==> src/rtl/uart_mmio_ctrl_pkg.sv <==
// Shared constants, status bit map and TX sequencer states for uart_mmio_ctrl.
package uart_mmio_ctrl_pkg;

  localparam logic [31:0] UART_ADDR_DEF   = 32'h0000_0404;
  localparam logic [31:0] STATUS_ADDR_DEF = 32'h0000_0408;

  localparam int unsigned STATUS_W       = 5;
  localparam int unsigned STAT_RX_EMPTY  = 0;
  localparam int unsigned STAT_TX_FULL   = 1;
  localparam int unsigned STAT_TX_IDLE   = 2;
  localparam int unsigned STAT_TX_DROP   = 3;
  localparam int unsigned STAT_RX_OVERRUN = 4;

  localparam logic [31:0] RX_EMPTY_VAL = 32'hFFFF_FFFF;

  typedef enum logic [1:0] {
    ST_IDLE,
    ST_START,
    ST_WAIT_BUSY,
    ST_WAIT_DONE
  } tx_state_e;

endpackage

==> src/rtl/uart_mmio_ctrl_sync_fifo.sv <==
// Single-clock FIFO with a combinational head; pointers carry an extra wrap bit.
module sync_fifo #(
  parameter int unsigned WIDTH = 8,
  parameter int unsigned DEPTH = 8
) (
  input  logic             clk,
  input  logic             reset,
  input  logic             push,
  input  logic [WIDTH-1:0] push_data,
  input  logic             pop,
  output logic [WIDTH-1:0] head_c,
  output logic             full_c,
  output logic             empty_c
);

  localparam int unsigned AW = $clog2(DEPTH);

  logic [AW:0]      wr_ptr;
  logic [AW:0]      rd_ptr;
  logic [WIDTH-1:0] mem [DEPTH];
  logic             do_push;
  logic             do_pop;

  assign empty_c = (wr_ptr == rd_ptr);
  assign full_c  = (wr_ptr[AW-1:0] == rd_ptr[AW-1:0]) && (wr_ptr[AW] != rd_ptr[AW]);
  assign do_pop  = pop & ~empty_c;
  // A pop in the same cycle frees the slot, so a push into a full FIFO still lands.
  assign do_push = push & (~full_c | do_pop);
  assign head_c  = mem[rd_ptr[AW-1:0]];

  // Pointer update.
  always_ff @(posedge clk or negedge reset) begin
    if (!reset) begin
      wr_ptr <= '0;
      rd_ptr <= '0;
    end else begin
      if (do_push) wr_ptr <= wr_ptr + (AW+1)'(1);
      if (do_pop)  rd_ptr <= rd_ptr + (AW+1)'(1);
    end
  end

  // Storage write; contents need no reset since the pointers define validity.
  always_ff @(posedge clk) begin
    if (do_push) mem[wr_ptr[AW-1:0]] <= push_data;
  end

endmodule

==> src/rtl/uart_mmio_ctrl.sv <==
// Memory-mapped UART controller: address decode, TX/RX FIFOs, TX core sequencer.
// Optional status register enabled by defining UART_STATUS_REG_EN.
module uart_mmio_ctrl
  import uart_mmio_ctrl_pkg::*;
#(
  parameter int unsigned     WIDTH       = 32,
  parameter logic [WIDTH-1:0] UART_ADDR   = WIDTH'(UART_ADDR_DEF),
  parameter logic [WIDTH-1:0] STATUS_ADDR = WIDTH'(STATUS_ADDR_DEF),
  parameter int unsigned     FIFO_DEPTH  = 8
) (
  input  logic             clk,
  input  logic             reset,
  input  logic [WIDTH-1:0] MEMORY_ADDR,
  input  logic [7:0]       UART_TRANSMIT_DATA,
  input  logic             MemWrite,
  input  logic             MemRead,
  output logic             SELECT_UART,
  output logic [WIDTH-1:0] UART_RECIEVE_DATA,
  output logic             MemWrite_DATA,
  output logic [7:0]       tx_data,
  output logic             tx_start,
  input  logic             tx_busy,
  input  logic [7:0]       rx_data,
  input  logic             rx_valid
);

  tx_state_e           state;
  tx_state_e           state_nx;
  logic                tx_pop;
  logic                tx_start_nx;
  logic [7:0]          tx_head;
  logic [7:0]          rx_head;
  logic                tx_full;
  logic                tx_empty;
  logic                rx_full;
  logic                rx_empty;
  logic                tx_drop;
  logic                rx_overrun;
  logic                sel_data_c;
  logic                sel_status_c;
  logic                tx_push;
  logic                rx_pop;
  logic                status_rd;
  logic [STATUS_W-1:0] status_c;

  assign sel_data_c = (MEMORY_ADDR == UART_ADDR);
`ifdef UART_STATUS_REG_EN
  assign sel_status_c = (MEMORY_ADDR == STATUS_ADDR);
`else
  assign sel_status_c = 1'b0;
  logic unused_c;
  assign unused_c = ^{status_c, STATUS_ADDR};
`endif

  assign SELECT_UART   = sel_data_c | sel_status_c;
  assign MemWrite_DATA = MemWrite & ~SELECT_UART;
  assign tx_push       = MemWrite & sel_data_c;
  assign rx_pop        = MemRead & sel_data_c & ~rx_empty;
  assign status_rd     = MemRead & sel_status_c;

  // Status word assembly.
  always_comb begin
    status_c                  = '0;
    status_c[STAT_RX_EMPTY]   = rx_empty;
    status_c[STAT_TX_FULL]    = tx_full;
    status_c[STAT_TX_IDLE]    = (state == ST_IDLE) & tx_empty;
    status_c[STAT_TX_DROP]    = tx_drop;
    status_c[STAT_RX_OVERRUN] = rx_overrun;
  end

  // Load data mux; the RX head is visible in the same cycle it is popped.
  always_comb begin
    UART_RECIEVE_DATA = '0;
    if (sel_data_c) begin
      UART_RECIEVE_DATA = rx_empty ? WIDTH'(RX_EMPTY_VAL) : WIDTH'(rx_head);
    end else if (sel_status_c) begin
      UART_RECIEVE_DATA = WIDTH'(status_c);
    end
  end

  // Sticky drop/overrun flags; a new set wins over a status-read clear.
  always_ff @(posedge clk or negedge reset) begin
    if (!reset) begin
      tx_drop    <= 1'b0;
      rx_overrun <= 1'b0;
    end else begin
      tx_drop    <= (tx_push & tx_full & ~tx_pop) | (tx_drop & ~status_rd);
      rx_overrun <= (rx_valid & rx_full & ~rx_pop) | (rx_overrun & ~status_rd);
    end
  end

  // TX sequencer next state: pop a byte, pulse start, wait for busy to rise then fall.
  always_comb begin
    state_nx = state;
    tx_pop   = 1'b0;
    case (state)
      ST_IDLE: begin
        if (!tx_empty) begin
          tx_pop   = 1'b1;
          state_nx = ST_START;
        end
      end
      ST_START:     state_nx = ST_WAIT_BUSY;
      ST_WAIT_BUSY: if (tx_busy)  state_nx = ST_WAIT_DONE;
      ST_WAIT_DONE: if (!tx_busy) state_nx = ST_IDLE;
      default:      state_nx = ST_IDLE;
    endcase
    tx_start_nx = (state_nx == ST_START);
  end

  // TX sequencer registers.
  always_ff @(posedge clk or negedge reset) begin
    if (!reset) begin
      state    <= ST_IDLE;
      tx_start <= 1'b0;
      tx_data  <= '0;
    end else begin
      state    <= state_nx;
      tx_start <= tx_start_nx;
      if (tx_pop) tx_data <= tx_head;
    end
  end

  sync_fifo #(.WIDTH(8), .DEPTH(FIFO_DEPTH)) u_tx_fifo (
    .clk       (clk),
    .reset     (reset),
    .push      (tx_push),
    .push_data (UART_TRANSMIT_DATA),
    .pop       (tx_pop),
    .head_c    (tx_head),
    .full_c    (tx_full),
    .empty_c   (tx_empty)
  );

  sync_fifo #(.WIDTH(8), .DEPTH(FIFO_DEPTH)) u_rx_fifo (
    .clk       (clk),
    .reset     (reset),
    .push      (rx_valid),
    .push_data (rx_data),
    .pop       (rx_pop),
    .head_c    (rx_head),
    .full_c    (rx_full),
    .empty_c   (rx_empty)
  );

endmodule

==> config.mk <==
export PLATFORM = sky130hd
export DESIGN_NAME = uart_mmio_ctrl
export DESIGN_NICKNAME = d
export VERILOG_FILES = /design/src/rtl/uart_mmio_ctrl_pkg.sv /design/src/rtl/uart_mmio_ctrl_sync_fifo.sv /design/src/rtl/uart_mmio_ctrl.sv
export SDC_FILE = /design/constraint.sdc
export NUM_CORES = 1
export LEC_CHECK = 0
export BUFFER_PORTS_ARGS = -buffer_cell sky130_fd_sc_hd__buf_2
export CORE_MARGIN = 2
export CORE_UTILIZATION = 51
export CTS_CLUSTER_DIAMETER = 80
export CTS_CLUSTER_SIZE = 8
export DETAILED_ROUTE_END_ITERATION = 10
export PLACE_DENSITY = 0.75
export SYNTH_ARGS = -nofsm -noshare
export SYNTH_HDL_FRONTEND = slang
export SYNTH_SLANG_ARGS = --single-unit
==> constraint.sdc <==
create_clock -name clk -period 2.5 [get_ports clk]
set_input_delay 0.25 -clock clk [delete_from_list [all_inputs] [get_ports clk]]
set_output_delay 0.25 -clock clk [all_outputs]
set_load 0.01 [all_outputs]
==> metrics.md, run 1 <==
| Metric | Value |
|---|---|
| Rows | 41 |
| Worst Hold Class | input pin to flip-flop |
| Grt peak-use layer | met2 |
| Initial antenna violation count | 0 |
| Synth Area in Simple Gates | 0.0650 |
| CTS tree | yes |
| Clk_lat worst skew | 0.42 ns |
| Pint | 4.79 mW |
| Placer Congestion | 0.744 |
| # diodes | 0 |
| Main combinational cell family by area after synthesis | multiplexers |
| Placed Cells | 623 |
| DIE HEIGHT | 117 um |
| Post-synth EDFFs | 128 |
| Longest Clk Path Bufs | 2 |
| Syn nets | 429 |
| Syn Area/Cell | 17.5 um2 |
| Starting Density | 0.520 |
| Slew Viols, Final | 0 |
| Fin cells | 656 |
| Mapped Cells | 371 |
| Share of the synthesized area in the top cell type | 0.591 |
| Via density | 5.63 |
| FILL cells | 886 |
| Antenna-violating nets left | 0 |
| Largest cells by area after synthesis | edfxtp_1 (59%), mux4_2 (11%), dfrtp_1 (10%) |
| Die area | 0.0137 mm2 |
| Number of global-route vias before repair | 3604 |
| First-pass GRT wire length | 19.7 mm |
| Sw frac | 0.227 |
| First-pass detailed-route iteration total | 5 |
| Synth Area in Adders | 0.00769 |
| DRC | 0 |
| Synth Register Bits | 155 |
| Final setup fails | 0 |
| CTS Buf Count | 17 |
| Power Density | 798 mW/mm2 |
| Worst Setup Path Type | flip-flop to primary output |
| Fin nets | 529 |
| Initial drt markers | 369 |
| Crit. End Element | primary output |
| Cell type with the largest total area after synthesis | edfxtp_1 |
| Tot Pwr | 6.20 mW |
| # Post-CTS Setup Buffers | 0 |
| CTS clk-pin slew, worst paths | 0.06 ns |
| Post-DP HPWL | 8.43 mm |
| Total track usage | 0.204 |
| Clk_skew | 0.00480 ns |
| Setup TNS Final | 0 ns |
| Post-synthesis sequential area ratio | 0.694 |
| Port bufs | 96 |
| Synth Area in XOR/XNOR | 0.0269 |
| Layout cell share with drive strength beyond 1 | 0.413 |
| Clock Power Share | 0.414 |
| Worst EP arrival | 2.14 ns |
| CP required | 2.25 ns |
| Synth top cells by count | edfxtp_1 (128), mux4_2 (32), dfrtp_1 (27), buf_4 (25) |
| CP Max Fanout | 16 |
| Met1 usage | 0.284 |
| GRT overflow | 0 |
| CTS Root Buffer Type | clkbuf_16 |
| Max cap viols | 0 |
| Synthesized cell area | 0.00651 mm2 |
| # IOs | 97 |
| Mux cell area share after synthesis | 0.143 |
| Count of cell types in the netlist | 39 |
| Vias | 3691 |
| Clk sinks | 155 |
| Startpoint Class | flip-flop |
| Combinational share of power | 0.082 |
| Die width | 117 um |
| Ys Warns | 0 |
| Crit path time final | 2.39 ns |
| Met2 Resource Use GR | 0.319 |
| Hold violation count in the final report | 0 |
| Met3 Use GR | 0.0561 |
| Compound-gate portion of the synthesized area | 0.0188 |
| Syn-to-layout area delta | 19.3% |
| NetSw | 1.40 mW |
| Worst IR Drop VDD | 0.000488 V |
| Routed wire length | 13.2 mm |
| Ys async rst share | 0.174 |
| Maximum clock frequency | 419 MHz |
| Flop pwr share | 0.504 |
| RSZ-0062 raised after global routing | no |
| H-Tree Level Count | 4 |
| Main flop type after synthesis | edfxtp_1 |
| Count leader, synth | edfxtp_1 |
| Slew at the pin closest to its max-slew limit | 0.659 ns |
| Largest net degree at the start of global routing | 28 |
| Routed WL per cell | 20.2 um |
| Leakage power | 2.91 nW |
| Core Area | 0.0125 mm2 |
| Slew HR | 0.561 |
| Outcome | completed |
| Period utilization | 0.955 |
## power groups by stage
| stage | Sequential (mW) | Clock (mW) | Combinational (mW) |
|---|---|---|---|
| after floorplan | 3.11 | 0 | 0.316 |
| after detailed placement | 3.17 | 0 | 0.487 |
| after CTS | 3.12 | 2.59 | 0.500 |
| after global routing | 3.14 | 2.70 | 0.554 |
| after global placement | 3.16 | 0 | 0.464 |
| final | 3.12 | 2.57 | 0.507 |
## repair_timing
item,in CTS,in global routing
resized for setup,3,2
endpoints found under the setup margin,7,31
hold buffers,1,0
hold endpoints to repair,27,0
## final timing paths
kind | slack, ns | start | to | cells after the start
max | 0.11 | u_rx_fifo.rd_ptr[0] | UART_RECIEVE_DATA[4] | 5
min | 0.05 | tx_busy | state[0] | 3
min reg2reg | 0.47 | tx_data[1] | tx_data[1] | 2
max reg2reg | 0.52 | u_rx_fifo.wr_ptr[2] | u_rx_fifo.mem[6][3] | 6
max in group asynchronous | 1.63 | reset | u_rx_fifo.rd_ptr[0] | 2
min in group asynchronous | 0.40 | reset | u_tx_fifo.rd_ptr[2] | 2
## per-stage QoR
stage | area [um2] | setup WS [ns] | util | hold WS, ns
after detailed placement | 7140 | 0.206 | 0.571 | 0.319
after global placement | 7140 | 0.291 | 0.571 | 0.305
after global routing | 7770 | 0.0401 | 0.620 | 0.0613
after floorplan | 6520 | 0.0826 | - | -0.0456
final | 7770 | 0.114 | 0.620 | 0.0493
after CTS | 7760 | 0.00555 | 0.620 | 0.0425
## cells in the final DEF, fill, tap and decap left out, drive strengths merged, types with 7 or more instances in the layout
cell type    n
clkbuf      18
nand3        7
clkinv       7
dfrtp       27
o21ai       11
xnor2       14
edfxtp     128
nor4        12
mux2i       16
a21oi        9
nand2       17
mux4        32
nor3         8
buf        121
inv          8
## area by class of cell
class	count	area (um2)	area share
inverters	6	27.5	0.00354
flip-flops and latches	155	4520	0.582
clock buffers	18	429	0.0553
clock inverters	14	168	0.0216
well taps	172	215	0.0277
multi-input cells	169	1720	0.222
repair buffers	122	686	0.0883
## worst max-delay path: stages, from the launching register on
cell	delay [ns]
dfrtp_2	0.45
buf_8	0.24
mux4_2	0.56
mux2i_1	0.21
a21oi_1	0.10
buf_2	0.14
## logic make-up (layout without fill, tap and decap cells)
kind of cell | Yosys count | after routing
buffers and inverters | 47 | 160
adder cells (fa/ha/maj) | 4 | 4
AND/OR/NAND/NOR | 70 | 70
AO/OA/AOI/OAI | 23 | 23
multiplexers | 52 | 52
flip-flops | 155 | 155
XOR/XNOR | 20 | 20
## routing by layer
| layer | share of wire | routed length, um |
|---|---|---|
| met1 | 0.43 | 5740 |
| met2 | 0.48 | 6360 |
| met3 | 0.075 | 999 |
| met4 | 0.011 | 144 |
| met5 | 0 | 0 |
## state kept, by name, summed over array words and instances, names as in the netlist
name,cells
u_rx_fifo.mem,64
u_tx_fifo.mem,64
tx_data,8
u_rx_fifo.rd_ptr,4
u_rx_fifo.wr_ptr,4
u_tx_fifo.rd_ptr,4
u_tx_fifo.wr_ptr,4
state,2
tx_start,1
Note: power is estimated with default switching activity, not from simulation.
==> run 2: changes to the inputs <==
CORE_UTILIZATION = 40   (was 51)
CTS_BUF_LIST = sky130_fd_sc_hd__clkbuf_16   (was not set)
PLACE_DENSITY = 0.62   (was 0.75)
==> metrics.md, run 2 (synthesis results as in run 1) <==
| Metric | Value |
|---|---|
| Outcome | completed (unchanged) |
| Worst Hold Class | input pin to flip-flop (unchanged) |
| Power Density | 785 mW/mm2 (was 798 mW/mm2) |
| Final setup fails | 0 (unchanged) |
| Starting Density | 0.410 (was 0.520) |
| Layout cell share with drive strength beyond 1 | 0.420 (was 0.413) |
| Fin nets | 535 (was 529) |
| # IOs | 97 (unchanged) |
| Crit. End Element | primary output (unchanged) |
| Max cap viols | 0 (unchanged) |
| Slew at the pin closest to its max-slew limit | 0.641 ns (was 0.659 ns) |
| Longest Clk Path Bufs | 2 (unchanged) |
| Leakage power | 2.92 nW (was 2.91 nW) |
| Setup TNS Final | 0 ns (unchanged) |
| Hold violation count in the final report | 0 (unchanged) |
| Routed wire length | 12.6 mm (was 13.2 mm) |
| Antenna-violating nets left | 0 (unchanged) |
| Largest net degree at the start of global routing | 28 (unchanged) |
| Hold WS | 0.0505 ns (was 0.0493 ns) |
| Routed WL per cell | 17.9 um (was 20.2 um) |
| Clk_skew | 0.0118 ns (was 0.00480 ns) |
| Fin cells | 706 (was 656) |
| Via density | 5.04 (was 5.63) |
| Port bufs | 96 (unchanged) |
| Slew Viols, Final | 0 (unchanged) |
| Worst EP arrival | 2.05 ns (was 2.14 ns) |
| Post-DP HPWL | 8.70 mm (was 8.43 mm) |
| Startpoint Class | flip-flop (unchanged) |
| Initial antenna violation count | 0 (unchanged) |
| CTS Buf Count | 17 (unchanged) |
| Placed Cells | 670 (was 623) |
| Most frequent cells in the layout | edfxtp_1 (128), buf_2 (96), mux4_2 (32), buf_4 (30), dfrtp_1 (27) (was edfxtp_1 (128), buf_2 (96), mux4_2 (32), dfrtp_1 (26), buf_4 (24)) |
| Worst Setup Path Type | flip-flop to primary output (unchanged) |
| CTS tree | yes (unchanged) |
| Period utilization | 0.921 (was 0.955) |
| First-pass GRT wire length | 20.0 mm (was 19.7 mm) |
| # diodes | 0 (unchanged) |
| Initial drt markers | 295 (was 369) |
| CTS Root Buffer Type | clkbuf_16 (unchanged) |
| Vias | 3559 (was 3691) |
| DIE HEIGHT | 132 um (was 117 um) |
| Crit path time final | 2.30 ns (was 2.39 ns) |
| H-Tree Level Count | 4 (unchanged) |
| Final Util | 0.494 (was 0.620) |
| Number of global-route vias before repair | 3656 (was 3604) |
| Slowest cell delay on critical path | 0.53 ns (was 0.56 ns) |
| Placer Congestion | 0.792 (was 0.744) |
| Placed Area | 0.00722 mm2 (was 0.00714 mm2) |
| Clk_lat worst skew | 0.43 ns (was 0.42 ns) |
| Maximum clock frequency | 434 MHz (was 419 MHz) |
| Tot Pwr | 6.16 mW (was 6.20 mW) |
| Most common cell after layout, fill and taps aside | edfxtp_1 (unchanged) |
| RSZ-0062 raised after global routing | no (unchanged) |
| Rows | 46 (was 41) |
| CP required | 2.25 ns (about the same) |
| Slew HR | 0.573 (was 0.561) |
| Crit path cell chain | buf_6, mux4_2, mux2i_1, a21oi_1, buf_2 (was buf_8, mux4_2, mux2i_1, a21oi_1, buf_2) |
| Core Area | 0.0159 mm2 (was 0.0125 mm2) |
| Die width | 132 um (was 117 um) |
| Post-route setup slack | 0.197 ns (was 0.114 ns) |
| DRC | 0 (unchanged) |
| Worst IR Drop VDD | 0.000455 V (was 0.000488 V) |
| GRT overflow | 0 (unchanged) |
| Total track usage | 0.156 (was 0.204) |
| CP Max Fanout | 19 (was 16) |
| Die area | 0.0173 mm2 (was 0.0137 mm2) |
| First-pass detailed-route iteration total | 4 (was 5) |
| Final instance area | 0.00785 mm2 (was 0.00777 mm2) |
| Syn-to-layout area delta | 20.7% (was 19.3%) |
| CTS clk-pin slew, worst paths | 0.06 ns (about the same) |
| Clk sinks | 155 (unchanged) |
| Worst slack, placed | 0.287 ns (was 0.206 ns) |
| CP max stage cell | mux4_2 (unchanged) |
run 2: cell count changes in the layout (fill, tap and decap cells not counted), sizes merged:
cell,change
clkinv,-5
clkbuf,-1
inv,+3
buf,+6
clkinvlp,+4
bufinv,-1
run 2: per-layer routing:
metal | GRT usage | vias up | share of wire
li1 | - | 1638 | -
met1 | 0.213 | 1776 | 0.45
met2 | 0.239 | 133 | 0.46
met3 | 0.0463 | 12 | 0.069
met4 | 0.0543 | 0 | 0.012
met5 | 0 | - | 0
run 2: area by class of cell:
cell class	instances	area [um2]
Fill cell	1347	8030
Sequential cell	155	4520
Multi-Input combinational cell	169	1720
Timing Repair Buffer	128	727
Clock buffer	17	425
Tap cell	216	270
Clock inverter	15	164
Inverter	6	27.5
run 2: where the power goes:
part	total [mW]	internal, mW	leakage [nW]	switching, mW
registers	3.11	3.01	1.52	0.104
clock network	2.53	1.48	0.272	1.05
logic	0.525	0.234	1.13	0.291
run 2: final timing paths:
path	from	to	slack [ns]	cells after the start
min reg2reg	tx_data[5]	tx_data[5]	0.48	2
max	u_rx_fifo.rd_ptr[0]	UART_RECIEVE_DATA[5]	0.20	5
max reg2reg	u_rx_fifo.wr_ptr[2]	u_rx_fifo.mem[4][6]	0.57	6
min in group asynchronous	reset	tx_data[2]	0.38	2
max in group asynchronous	reset	u_rx_fifo.rd_ptr[2]	1.69	2
min	tx_busy	state[0]	0.05	3
run 2: what timing repair did:
item	4_1_cts	5_1_grt
resized for setup	1	2
pin swaps	0	1
setup endpoints to repair	25	29
hold buffers	1	0
setup buffers	0	3
hold endpoints to repair	27	0
run 2: critical path: cells and delay by family (launching register included):
kind | cells | cell delay, ns
buffers and inverters | 2 | 0.43
AOI/OAI and AO/OA | 1 | 0.11
DFF | 1 | 0.38
muxes | 2 | 0.71
==> run 3: changes to the inputs <==
PLACE_DENSITY = 0.59   (was 0.62)
clock period = 2.6 ns   (was 2.5 ns; I/O delays follow)
==> metrics.md, run 3 (synthesis results as in run 1) <==
| Metric | Value |
|---|---|
| Outcome | completed (unchanged) |
| NetSw | 1.28 mW (was 1.44 mW) |
| Final instance area | 0.00778 mm2 (was 0.00785 mm2) |
| Fin cells | 700 (was 706) |
| Worst Hold Class | input pin to flip-flop (unchanged) |
| Initial antenna violation count | 0 (unchanged) |
| CTS clk-pin slew, worst paths | 0.06 ns (about the same) |
| Sw frac | 0.222 (was 0.234) |
| Layout cell share with drive strength beyond 1 | 0.405 (was 0.420) |
| CTS Root Buffer Type | clkbuf_16 (unchanged) |
| Slew Viols, Final | 0 (unchanged) |
| Hold violation count in the final report | 0 (unchanged) |
| H-Tree Level Count | 4 (unchanged) |
| Die area | 0.0173 mm2 (unchanged) |
| Routed WL per cell | 17.7 um (was 17.9 um) |
| Routed wire length | 12.4 mm (was 12.6 mm) |
| Met1 usage | 0.202 (was 0.213) |
| Post-DP HPWL | 8.43 mm (was 8.70 mm) |
| Placer Congestion | 0.724 (was 0.792) |
| First-pass detailed-route iteration total | 4 (unchanged) |
| Most common cell after layout, fill and taps aside | edfxtp_1 (unchanged) |
| Met2 Resource Use GR | 0.241 (was 0.239) |
| Starting Density | 0.410 (unchanged) |
| Max cap viols | 0 (unchanged) |
| Clk_lat worst skew | 0.41 ns (was 0.43 ns) |
| Die width | 132 um (unchanged) |
| DRC | 0 (unchanged) |
| Via density | 5.02 (was 5.04) |
| Core Area | 0.0159 mm2 (unchanged) |
| Number of global-route vias before repair | 3658 (was 3656) |
| Flop pwr share | 0.518 (was 0.504) |
| Worst EP arrival | 2.17 ns (was 2.05 ns) |
| CTS tree | yes (unchanged) |
| CP Max Fanout | 24 (was 19) |
| Pint | 4.49 mW (was 4.72 mW) |
| Antenna-violating nets left | 0 (unchanged) |
| Slew HR | 0.557 (was 0.573) |
| DIE HEIGHT | 132 um (unchanged) |
| Placed Area | 0.00719 mm2 (was 0.00722 mm2) |
| Final setup fails | 0 (unchanged) |
| GRT overflow | 0 (unchanged) |
| Post-route setup slack | 0.169 ns (was 0.197 ns) |
| Combinational share of power | 0.082 (was 0.085) |
| Worst IR Drop VDD | 0.000474 V (was 0.000455 V) |
| FILL cells | 1369 (was 1347) |
| # IOs | 97 (unchanged) |
| Multi-input gate area | 0.00172 mm2 (about the same) |
| Power Density | 743 mW/mm2 (was 785 mW/mm2) |
| Leakage power | 2.91 nW (was 2.92 nW) |
| Initial drt markers | 281 (was 295) |
| Worst slack, placed | 0.307 ns (was 0.287 ns) |
| Met3 Use GR | 0.0374 (was 0.0463) |
| Vias | 3511 (was 3559) |
| Register Area | 0.00452 mm2 (unchanged) |
| Clock Power Share | 0.399 (was 0.411) |
| Largest net degree at the start of global routing | 28 (unchanged) |
| Slew at the pin closest to its max-slew limit | 0.665 ns (was 0.641 ns) |
| Grt peak-use layer | met2 (unchanged) |
| CP required | 2.34 ns (was 2.25 ns) |
| Most frequent cells in the layout | edfxtp_1 (128), buf_2 (96), mux4_2 (32), dfrtp_1 (27), buf_4 (25) (was edfxtp_1 (128), buf_2 (96), mux4_2 (32), buf_4 (30), dfrtp_1 (27)) |
| Startpoint Class | flip-flop (unchanged) |
| Crit. End Element | primary output (unchanged) |
| Worst Setup Path Type | flip-flop to primary output (unchanged) |
| Longest Clk Path Bufs | 2 (unchanged) |
| Syn-to-layout area delta | 19.5% (was 20.7%) |
| # diodes | 0 (unchanged) |
| Port bufs | 96 (unchanged) |
| CTS Buf Count | 17 (unchanged) |
| Crit path time final | 2.43 ns |
| Clk_skew | 0.00921 ns (was 0.0118 ns) |
| Rows | 46 (unchanged) |
| Fin nets | 529 (was 535) |
| Tot Pwr | 5.77 mW (was 6.16 mW) |
| Maximum clock frequency | 411 MHz |
| Placed Cells | 665 (was 670) |
| Period utilization | 0.935 |
| Total track usage | 0.151 (was 0.156) |
| Clk sinks | 155 (unchanged) |
| First-pass GRT wire length | 19.6 mm (was 20.0 mm) |
-- run 3: path summary, 6_finish.rpt --
kind / from / endpoint / slack (ns) / depth (start not counted)
min in group asynchronous: reset / u_rx_fifo.wr_ptr[2] / 0.41 / 2
worst min register to register: tx_data[5] / tx_data[5] / 0.47 / 2
worst max register to register: u_rx_fifo.wr_ptr[2] / u_rx_fifo.mem[4][6] / 0.57 / 6
worst min-delay path: tx_busy / state[0] / 0.08 / 3
worst max-delay path: u_rx_fifo.wr_ptr[2] / UART_RECIEVE_DATA[29] / 0.17 / 6
max in group asynchronous: reset / u_tx_fifo.rd_ptr[2] / 1.74 / 2
-- run 3: critical path, cell delays in order (launching register included) --
cell	delay [ns]
dfrtp_1	0.50
xor2_1	0.21
nor3_1	0.29
nand2_2	0.25
nor2_2	0.14
buf_4	0.21
buf_2	0.16
-- run 3: layout make-up --
| type | count | area share |
|---|---|---|
| tap | 216 | 0.0348 |
| clock buffer | 17 | 0.0547 |
| clock inverter | 15 | 0.0172 |
| multi-input combinational | 169 | 0.221 |
| timing repair buffer | 122 | 0.0872 |
| sequential | 155 | 0.581 |
| inverter | 6 | 0.00354 |
-- run 3: power by group through the flow --
stage          combinational (mW)  clock (mW)  sequential (mW)
3_3_place_gp                0.452           0             3.04
4_1_cts                     0.464        2.35             2.99
2_1_floorplan               0.299           0             2.99
3_5_place_dp                0.461           0             3.04
5_1_grt                     0.525        2.45             3.01
6_report                    0.475        2.31             2.99
-- run 3: through the flow --
stage,hold WS (ns),util,TNS (ns)
2_1_floorplan,-0.0356,-,0
6_report,0.0808,0.490,0
3_5_place_dp,0.330,0.453,0
4_1_cts,0.0592,0.488,0
5_1_grt,0.0828,0.490,-0.543
3_3_place_gp,0.329,0.453,0
-- run 3: what timing repair did --
action	4_1_cts	5_1_grt
hold endpoints to repair	27	0
setup endpoints to repair	0	28
hold buffers	1	0
setup buffers	0	2
gates resized for setup	0	1
-- run 3: layer usage --
| metal | wire (um) | share of wire |
|---|---|---|
| met3 | 766 | 0.062 |
| met2 | 6120 | 0.49 |
| met5 | 0 | 0 |
| met1 | 5420 | 0.44 |
| met4 | 62 | 0.0050 |
